[config.mk]
export PLATFORM = sky130hd
export DESIGN_NAME = prog_counter_flat
export DESIGN_NICKNAME = d
export VERILOG_FILES = /design/src/rtl/prog_counter_if.sv /design/src/rtl/prog_counter.sv /design/src/flat_wrapper.sv
export SDC_FILE = /design/constraint.sdc
export NUM_CORES = 1
export LEC_CHECK = 0
export ABC_AREA = 0
export ABC_CLOCK_PERIOD_IN_PS = 1100
export BUFFER_PORTS_ARGS = -buffer_cell sky130_fd_sc_hd__buf_2
export CAP_MARGIN = 20
export CORE_MARGIN = 1.5
export CORE_UTILIZATION = 36
export CTS_CLUSTER_SIZE = 12
export DETAILED_ROUTE_END_ITERATION = 10
export PLACE_DENSITY = 0.77
export RECOVER_POWER = 50
export SLEW_MARGIN = 40
export SYNTH_ARGS = -nofsm -noshare
export SYNTH_HDL_FRONTEND = slang
export SYNTH_SLANG_ARGS = --single-unit
[constraint.sdc]
create_clock -name clk -period 1.1 [get_ports clk]
set_input_delay 0.22 -clock clk [delete_from_list [all_inputs] [get_ports clk]]
set_output_delay 0.22 -clock clk [all_outputs]
set_load 0.005 [all_outputs]
[src/rtl/prog_counter_if.sv]
// Control and observation bundle for prog_counter.
// The master side drives the requests and din; the slave side is the counter.
interface prog_counter_if #(
    parameter int WIDTH = 8
);
    logic             Cp;
    logic             Lp;
    logic             Kp;
    logic             Rp;
    logic             Ep;
    logic [WIDTH-1:0] din;
    logic [WIDTH-1:0] bus;
    logic [WIDTH-1:0] pc_q;
    logic             wrap;
    logic             stk_empty;
    logic             stk_full;
    logic             stk_err;

    modport master (
        output Cp, Lp, Kp, Rp, Ep, din,
        input  bus, pc_q, wrap, stk_empty, stk_full, stk_err
    );

    modport slave (
        input  Cp, Lp, Kp, Rp, Ep, din,
        output bus, pc_q, wrap, stk_empty, stk_full, stk_err
    );
endinterface

[src/rtl/prog_counter.sv]
// Program counter with increment, jump, call/return and gated bus output.
// Define PC_RET_STACK_EN to build in the return stack; without it Kp acts as Lp.
module prog_counter #(
    parameter int               WIDTH   = 8,
    parameter int               DEPTH   = 4,
    parameter logic [WIDTH-1:0] RST_VAL = '0
) (
    input  logic          clk,
    input  logic          clr,
    prog_counter_if.slave pc_if
);
    logic [WIDTH-1:0] pc_reg;
    logic [WIDTH-1:0] pc_next;
    logic [WIDTH-1:0] pc_inc;
    logic             wrap_reg;
    logic             wrap_next;

    assign pc_inc = pc_reg + WIDTH'(1);

`ifdef PC_RET_STACK_EN
    localparam int AW = (DEPTH > 1) ? $clog2(DEPTH) : 1;

    logic [AW:0]      occ_reg;
    logic [AW:0]      occ_next;
    logic             empty_reg;
    logic             full_reg;
    logic             err_reg;
    logic             err_next;
    logic             push;
    logic [AW-1:0]    top_idx;
    logic [WIDTH-1:0] stack_mem [DEPTH];

    // When full the low bits wrap to zero, so top-1 still lands on DEPTH-1.
    assign top_idx = occ_reg[AW-1:0] - AW'(1);

    always_comb begin
        pc_next   = pc_reg;
        wrap_next = 1'b0;
        occ_next  = occ_reg;
        err_next  = err_reg;
        push      = 1'b0;
        if (pc_if.Rp) begin
            if (!empty_reg) begin
                pc_next  = stack_mem[top_idx];
                occ_next = occ_reg - (AW+1)'(1);
            end else begin
                err_next = 1'b1;
            end
        end else if (pc_if.Kp) begin
            pc_next = pc_if.din;
            if (!full_reg) begin
                push     = 1'b1;
                occ_next = occ_reg + (AW+1)'(1);
            end else begin
                err_next = 1'b1;
            end
        end else if (pc_if.Lp) begin
            pc_next = pc_if.din;
        end else if (pc_if.Cp) begin
            pc_next   = pc_inc;
            wrap_next = &pc_reg;
        end
    end

    always_ff @(posedge clk or posedge clr) begin
        if (clr) begin
            occ_reg   <= '0;
            empty_reg <= 1'b1;
            full_reg  <= 1'b0;
            err_reg   <= 1'b0;
        end else begin
            occ_reg   <= occ_next;
            empty_reg <= (occ_next == '0);
            full_reg  <= (occ_next == (AW+1)'(DEPTH));
            err_reg   <= err_next;
        end
    end

    // Stack contents beyond occupancy are never read, so storage needs no reset.
    always_ff @(posedge clk) begin
        if (push) begin
            stack_mem[occ_reg[AW-1:0]] <= pc_inc;
        end
    end

    assign pc_if.stk_empty = empty_reg;
    assign pc_if.stk_full  = full_reg;
    assign pc_if.stk_err   = err_reg;
`else
    logic unused_rp;

    assign unused_rp = pc_if.Rp;

    always_comb begin
        pc_next   = pc_reg;
        wrap_next = 1'b0;
        if (pc_if.Kp || pc_if.Lp) begin
            pc_next = pc_if.din;
        end else if (pc_if.Cp) begin
            pc_next   = pc_inc;
            wrap_next = &pc_reg;
        end
    end

    assign pc_if.stk_empty = 1'b1;
    assign pc_if.stk_full  = 1'b0;
    assign pc_if.stk_err   = 1'b0;
`endif

    always_ff @(posedge clk or posedge clr) begin
        if (clr) begin
            pc_reg   <= RST_VAL;
            wrap_reg <= 1'b0;
        end else begin
            pc_reg   <= pc_next;
            wrap_reg <= wrap_next;
        end
    end

    genvar gi;
    generate
        for (gi = 0; gi < WIDTH; gi++) begin : g_bus
            assign pc_if.bus[gi] = pc_if.Ep & pc_reg[gi];
        end
    endgenerate

    assign pc_if.pc_q = pc_reg;
    assign pc_if.wrap = wrap_reg;
endmodule

[src/flat_wrapper.sv]
// flat-port wrapper written by rule: the top's interface ports become plain ports
module prog_counter_flat 
#(
    parameter int               WIDTH   = 8,
    parameter int               DEPTH   = 4,
    parameter logic [WIDTH-1:0] RST_VAL = '0
)
  (clk, clr, pc_if_Cp, pc_if_Lp, pc_if_Kp, pc_if_Rp, pc_if_Ep, pc_if_din, pc_if_bus, pc_if_pc_q, pc_if_wrap, pc_if_stk_empty, pc_if_stk_full, pc_if_stk_err);
  prog_counter_if #(.WIDTH(WIDTH)) pc_if_i ();
  input  logic clk;
  input  logic clr;
  input wire logic [$bits(pc_if_i.Cp)-1:0] pc_if_Cp;
  input wire logic [$bits(pc_if_i.Lp)-1:0] pc_if_Lp;
  input wire logic [$bits(pc_if_i.Kp)-1:0] pc_if_Kp;
  input wire logic [$bits(pc_if_i.Rp)-1:0] pc_if_Rp;
  input wire logic [$bits(pc_if_i.Ep)-1:0] pc_if_Ep;
  input wire logic [$bits(pc_if_i.din)-1:0] pc_if_din;
  output wire logic [$bits(pc_if_i.bus)-1:0] pc_if_bus;
  output wire logic [$bits(pc_if_i.pc_q)-1:0] pc_if_pc_q;
  output wire logic [$bits(pc_if_i.wrap)-1:0] pc_if_wrap;
  output wire logic [$bits(pc_if_i.stk_empty)-1:0] pc_if_stk_empty;
  output wire logic [$bits(pc_if_i.stk_full)-1:0] pc_if_stk_full;
  output wire logic [$bits(pc_if_i.stk_err)-1:0] pc_if_stk_err;
  assign pc_if_i.Cp = pc_if_Cp;
  assign pc_if_i.Lp = pc_if_Lp;
  assign pc_if_i.Kp = pc_if_Kp;
  assign pc_if_i.Rp = pc_if_Rp;
  assign pc_if_i.Ep = pc_if_Ep;
  assign pc_if_i.din = pc_if_din;
  assign pc_if_bus = pc_if_i.bus;
  assign pc_if_pc_q = pc_if_i.pc_q;
  assign pc_if_wrap = pc_if_i.wrap;
  assign pc_if_stk_empty = pc_if_i.stk_empty;
  assign pc_if_stk_full = pc_if_i.stk_full;
  assign pc_if_stk_err = pc_if_i.stk_err;
  prog_counter #(.WIDTH(WIDTH), .DEPTH(DEPTH), .RST_VAL(RST_VAL)) u_core (.clk(clk), .clr(clr), .pc_if(pc_if_i));
endmodule
; Word level (Yosys, flattened, before mapping)
; Cells that the tools add are included.
; Widths: inputs -> output; s select.
[totals]
output_inout_bits = 20
in_bits = 15
word_cells = 18
ff_bits = 9
[classes]
mux = 4
n_reduce_logical = 3
n_bitwise = 8
addsub = 1
[ops]
columns = cell, count
row1 = $mux 8, 2
row2 = $add 8x1->8 const B, 1
row3 = $and 1x1->1, 8
row4 = $reduce_and 8->1, 1
row5 = $mux 1, 2
row6 = $reduce_bool 2->1, 1
row7 = $logic_or 1x1->1, 1

; Longest topological paths before layout
[depth]
ltp_word = 3
ltp_mapped = 4
depth_no_buf = 4

; Worst setup path after synthesis
; OpenSTA, ideal clock, no wires.
[synth_timing]
path_kind = flip-flop to flip-flop
start = register u_core.pc_reg[0], in the netlist u_core.pc_if.pc_q[0]
end = register u_core.pc_reg[6], in the netlist u_core.pc_if.pc_q[6]
t_required_ps = 1018
setup_time_ps = 82
arrival_time_ps = 1190
n_path_buf = 0
setup_slack_ps = -172
stages_incl_launch_ff = 5
period_less_slack_ps = 1272
path_cell_list = dfrtp_1 -> ha_1 -> nand3_1 -> or3_1 -> a31oi_1
[synth_via]
elab_chain_len = 3
[synth_rtl]
columns = element, line
row1 = start: declaration, prog_counter.sv:12  ; logic [WIDTH-1:0] pc_reg;
row2 = start signal: assignment, prog_counter.sv:115  ; pc_reg <= pc_next;
row3 = $add 8x1->8, prog_counter.sv:18  ; assign pc_inc = pc_reg + WIDTH'(1);
row4 = $mux 8, prog_counter.sv:99  ; end else if (pc_if.Cp) begin
row5 = $mux 8, prog_counter.sv:97  ; if (pc_if.Kp || pc_if.Lp) begin
; No other way between the ends. The select of a mux whose other input is x is not followed.
; A chain may end at the register's enable or synchronous reset.

; Worst setup path after layout
[layout_timing]
start = register u_core.pc_reg[1], in the netlist u_core.pc_if.pc_q[1]
end = output port pc_if_bus[1]
[layout_via]
elab_chain_len = 1
[layout_rtl]
columns = element, line
row1 = $and 1x1->1, prog_counter.sv:123  ; assign pc_if.bus[gi] = pc_if.Ep & pc_reg[gi];
row2 = end: declaration, flat_wrapper.sv:18  ; output wire logic [$bits(pc_if_i.bus)-1:0] pc_if_bus;
; No other way between the ends.

==> metrics.md <==
| Metric | Value |
|---|---|
| Synthesis-to-layout area growth | `85.68%` |
| Yosys reg bits | `9` |
| I/O Buffers | `30` |
| Final min period | `1285 ps` |
| Post-synthesis cell count | `63` |
| Iter 0 DRT Violations | `12` |
| Pin count of the biggest net entering global routing | `18` |
| Core Region | `about 1400 µm²` |
| Via Count | `around 670` |
| Total number of H-tree levels | `1` |
| Final Hold Fails | `0` |
| WP data arrival | `1060 ps` |
| Crit path max-delay family | `flip-flops` |
| Via density | `between 5 and 6` |
| Initial Util | `0.4013` |
| Wire length per cell | `between 10 and 15 µm` |
| Num rows | `13` |
| Hold Startpoint | `pc_if_din[4]` |
| Buf+Inv Stages, Crit Path | `2` |
| GR Overflow Total | `0` |
| FF-to-FF Start | `u_core.pc_if.pc_q[1]` |
| Reg2reg setup slack | `-160 ps` |
| CTS tree | `built` |
| RSZ-0062 raised after global routing | `true` |
| Crit-path cells | `buf_6, and2_4, buf_6` |
| Pre-Repair DR Iteration Count | `5` |
| Post-DRT Antenna Nets | `0` |
| Clock transition at path regs | `roughly 50 ps` |
| Syn Area/Cell | `around 8.6 µm²` |
| Synthesized cell area | `~540 µm²` |
| Die ar. | `1747 µm²` |
| Worst hold margin | `213.5 ps` |
| # setup viols final | `16` |
| RR Endpoint | `u_core.pc_if.pc_q[6]` |
| Hold EP | `u_core.pc_if.pc_q[4]` |
| Leakage power | `~0.48 nW` |
| Crit path largest cell delay | `between 400 and 500 ps` |
| RePlAce Congestion | `around 0.67` |
| Synth unique cells | `20` |
| Final nets | `approximately 130` |
| Worst setup slack after layout | `-184.6 ps` |
| Tot GR Track Use | `0.2065` |
| Startpoint Class | `register` |
| Number of global-route vias before repair | `620` |
| Seq/Total Area, Yosys | `0.4157` |
| DR DRC count | `0` |
| Max cap viols | `0` |
| Ports | `35` |
| Clock latency on the worst-skew pair | `about 260 ps` |
| Max reg flops | `8` |
| Crit path kind | `register to output pin` |
| Initial antenna violation count | `0` |
| Clock Tree Buf Depth | `2` |
| CTS Buf Count | `3` |
| Worst endpoint required time | `880 ps` |
| Crit. End Element | `output pin` |
| First-pass GRT wire length | `roughly 2700 µm` |
| Estimated wirelength of the detail-placed design | `a little under 1000 µm` |
| Clock Skew | `between 6 and 7 ps` |
| Share of layout cells above drive strength 1 | `0.5948` |
| Cells on worst reg2reg path | `4` |
| Die Y | `between 40 and 50 µm` |
| Max VDD drop | `around 0.00075 V` |
| F_max | `between 700 and 800 MHz` |
| Hold path cells | `3` |
| Slew Limit Fails | `0` |
| Cell Pwr Density | `1034 nW/µm²` |
| Fin crit share | `1.168` |
| Setup TNS | `-1480 ps` |
| Hold WC Path Type | `input port to register` |
| Violated checks | `negative setup slack` |
| CP most frequent cell | `buf_6` |
| Critical Path Fanout Max | `3` |
| Outcome | `finished with violations` |
| Clock root cell | `clkbuf_4` |
| Clock Sinks | `9` |
| Final antenna diode count | `0` |
| Synth warnings | `0` |
| Slowest CP cell | `dfrtp_2` |
| Final WL | `between 1500 and 2000 µm` |
| DIE WIDTH | `between 40 and 50 µm` |
==> cell usage after synthesis (all sizes together) <==
library cell,number,share of area
xor2,3,0.049
a21oi,5,0.046
mux2i,1,0.018
and2,8,0.092
nor3,1,0.0092
nand4,3,0.046
o21ai,3,0.028
xnor2,1,0.016
ha,1,0.023
nand2,3,0.021
inv,1,0.0069
nor2,9,0.062
buf,5,0.065
nand3,2,0.018
conb,2,0.014
dfrtp,9,0.42
a31oi,3,0.035
or3,3,0.035
==> metal layers <==
layer / vias to the layer above / wire length (µm) / share of wire / track usage
li1: 314 / - / - / -
met1: 305 / 686 / 0.39 / 0.2304
met2: 43 / 930 / 0.52 / 0.3313
met3: 6 / 112 / 0.063 / 0.06957
met4: 0 / 47 / 0.026 / 0.1355
met5: - / 0 / 0 / 0
==> final cells by class <==
type | count | area, µm²
well taps | 15 | 18.77
fillers | 100 | 344.1
multi-input cells | 49 | 329.1
repair buffers | 53 | 397.9
clock buffers | 4 | 26.28
inverters | 1 | 3.754
flip-flops and latches | 9 | 230.2
==> how the worst max path moves through the flow <==
| stage | to | cells after the start | from |
|---|---|---|---|
| floorplan | u_core.pc_if.pc_q[6] | 4 | u_core.pc_if.pc_q[0] |
| global placement | u_core.pc_if.pc_q[6] | 4 | u_core.pc_if.pc_q[0] |
| detailed placement | u_core.pc_if.pc_q[6] | 4 | u_core.pc_if.pc_q[1] |
| CTS | pc_if_bus[0] | 3 | u_core.pc_if.pc_q[0] |
| global route | u_core.pc_if.pc_q[6] | 4 | u_core.pc_if.pc_q[1] |
| finish | pc_if_bus[1] | 3 | u_core.pc_if.pc_q[1] |
==> worst reg2reg max path, stage by stage, from the launching register on <==
cell     delay (ps)
dfrtp_2         420
ha_4            170
nand3_2          80
or3_1           330
a31oi_1         180
==> metrics by stage <==
stage | setup WS [ps] | util | power [mW] | instances | area, µm²
floorplan | -88.36 | - | 0.5140 | 64 | 554.3
global placement | -48.88 | 0.5765 | 0.6349 | 116 | 778.2
detailed placement | -74.15 | 0.5765 | 0.6421 | 116 | 778.2
CTS | -160.7 | 0.7006 | 0.9911 | 131 | 945.9
global route | -214.5 | 0.7451 | 1.100 | 131 | 1006
finish | -184.6 | 0.7451 | 1.040 | 131 | 1006
==> logic make-up (layout without fill, tap and decap cells) <==
logic type,count (synthesis),count (layout),synth area share
DFF,9,9,0.4157
AOI/OAI and AO/OA,11,11,0.1085
adders and majority gates,1,1,0.02309
and+or+nand+nor,29,29,0.2841
buffers and inverters,6,58,0.07158
other,2,3,0.01386
muxes,1,1,0.01848
xor gates and xnor gates,4,4,0.06468
==> power by group <==
part / internal, mW / total, mW / switching [mW] / leakage, nW
clock network: 0.139 / 0.249 / 0.110 / 0.0150
logic: 0.237 / 0.392 / 0.155 / 0.368
registers: 0.361 / 0.399 / 0.0383 / 0.101
==> placed cells by master, fill, tap and decap left out, drive strengths merged <==
master       Yosys  routed
and2             8       8
inv              1       1
xnor2            1       1
ha               1       1
conb             2       3
nand2            3       3
buf              5      52
a21oi            5       5
mux2i            1       1
or3              3       3
dfrtp            9       9
nor2             9       9
dlygate4sd3      0       1
a31oi            3       3
o21ai            3       3
nand3            2       2
clkbuf           0       4
nand4            3       3
xor2             3       3
nor3             1       1
==> timing repair <==
item                                    CTS  global route
endpoints found under the hold margin     9             0
pin swaps                                 5             9
gates resized for setup                  14            15
setup buffers                            10             1
endpoints found under the setup margin   15            20
hold buffers                              1             0
(Power assumes the default switching activity.)
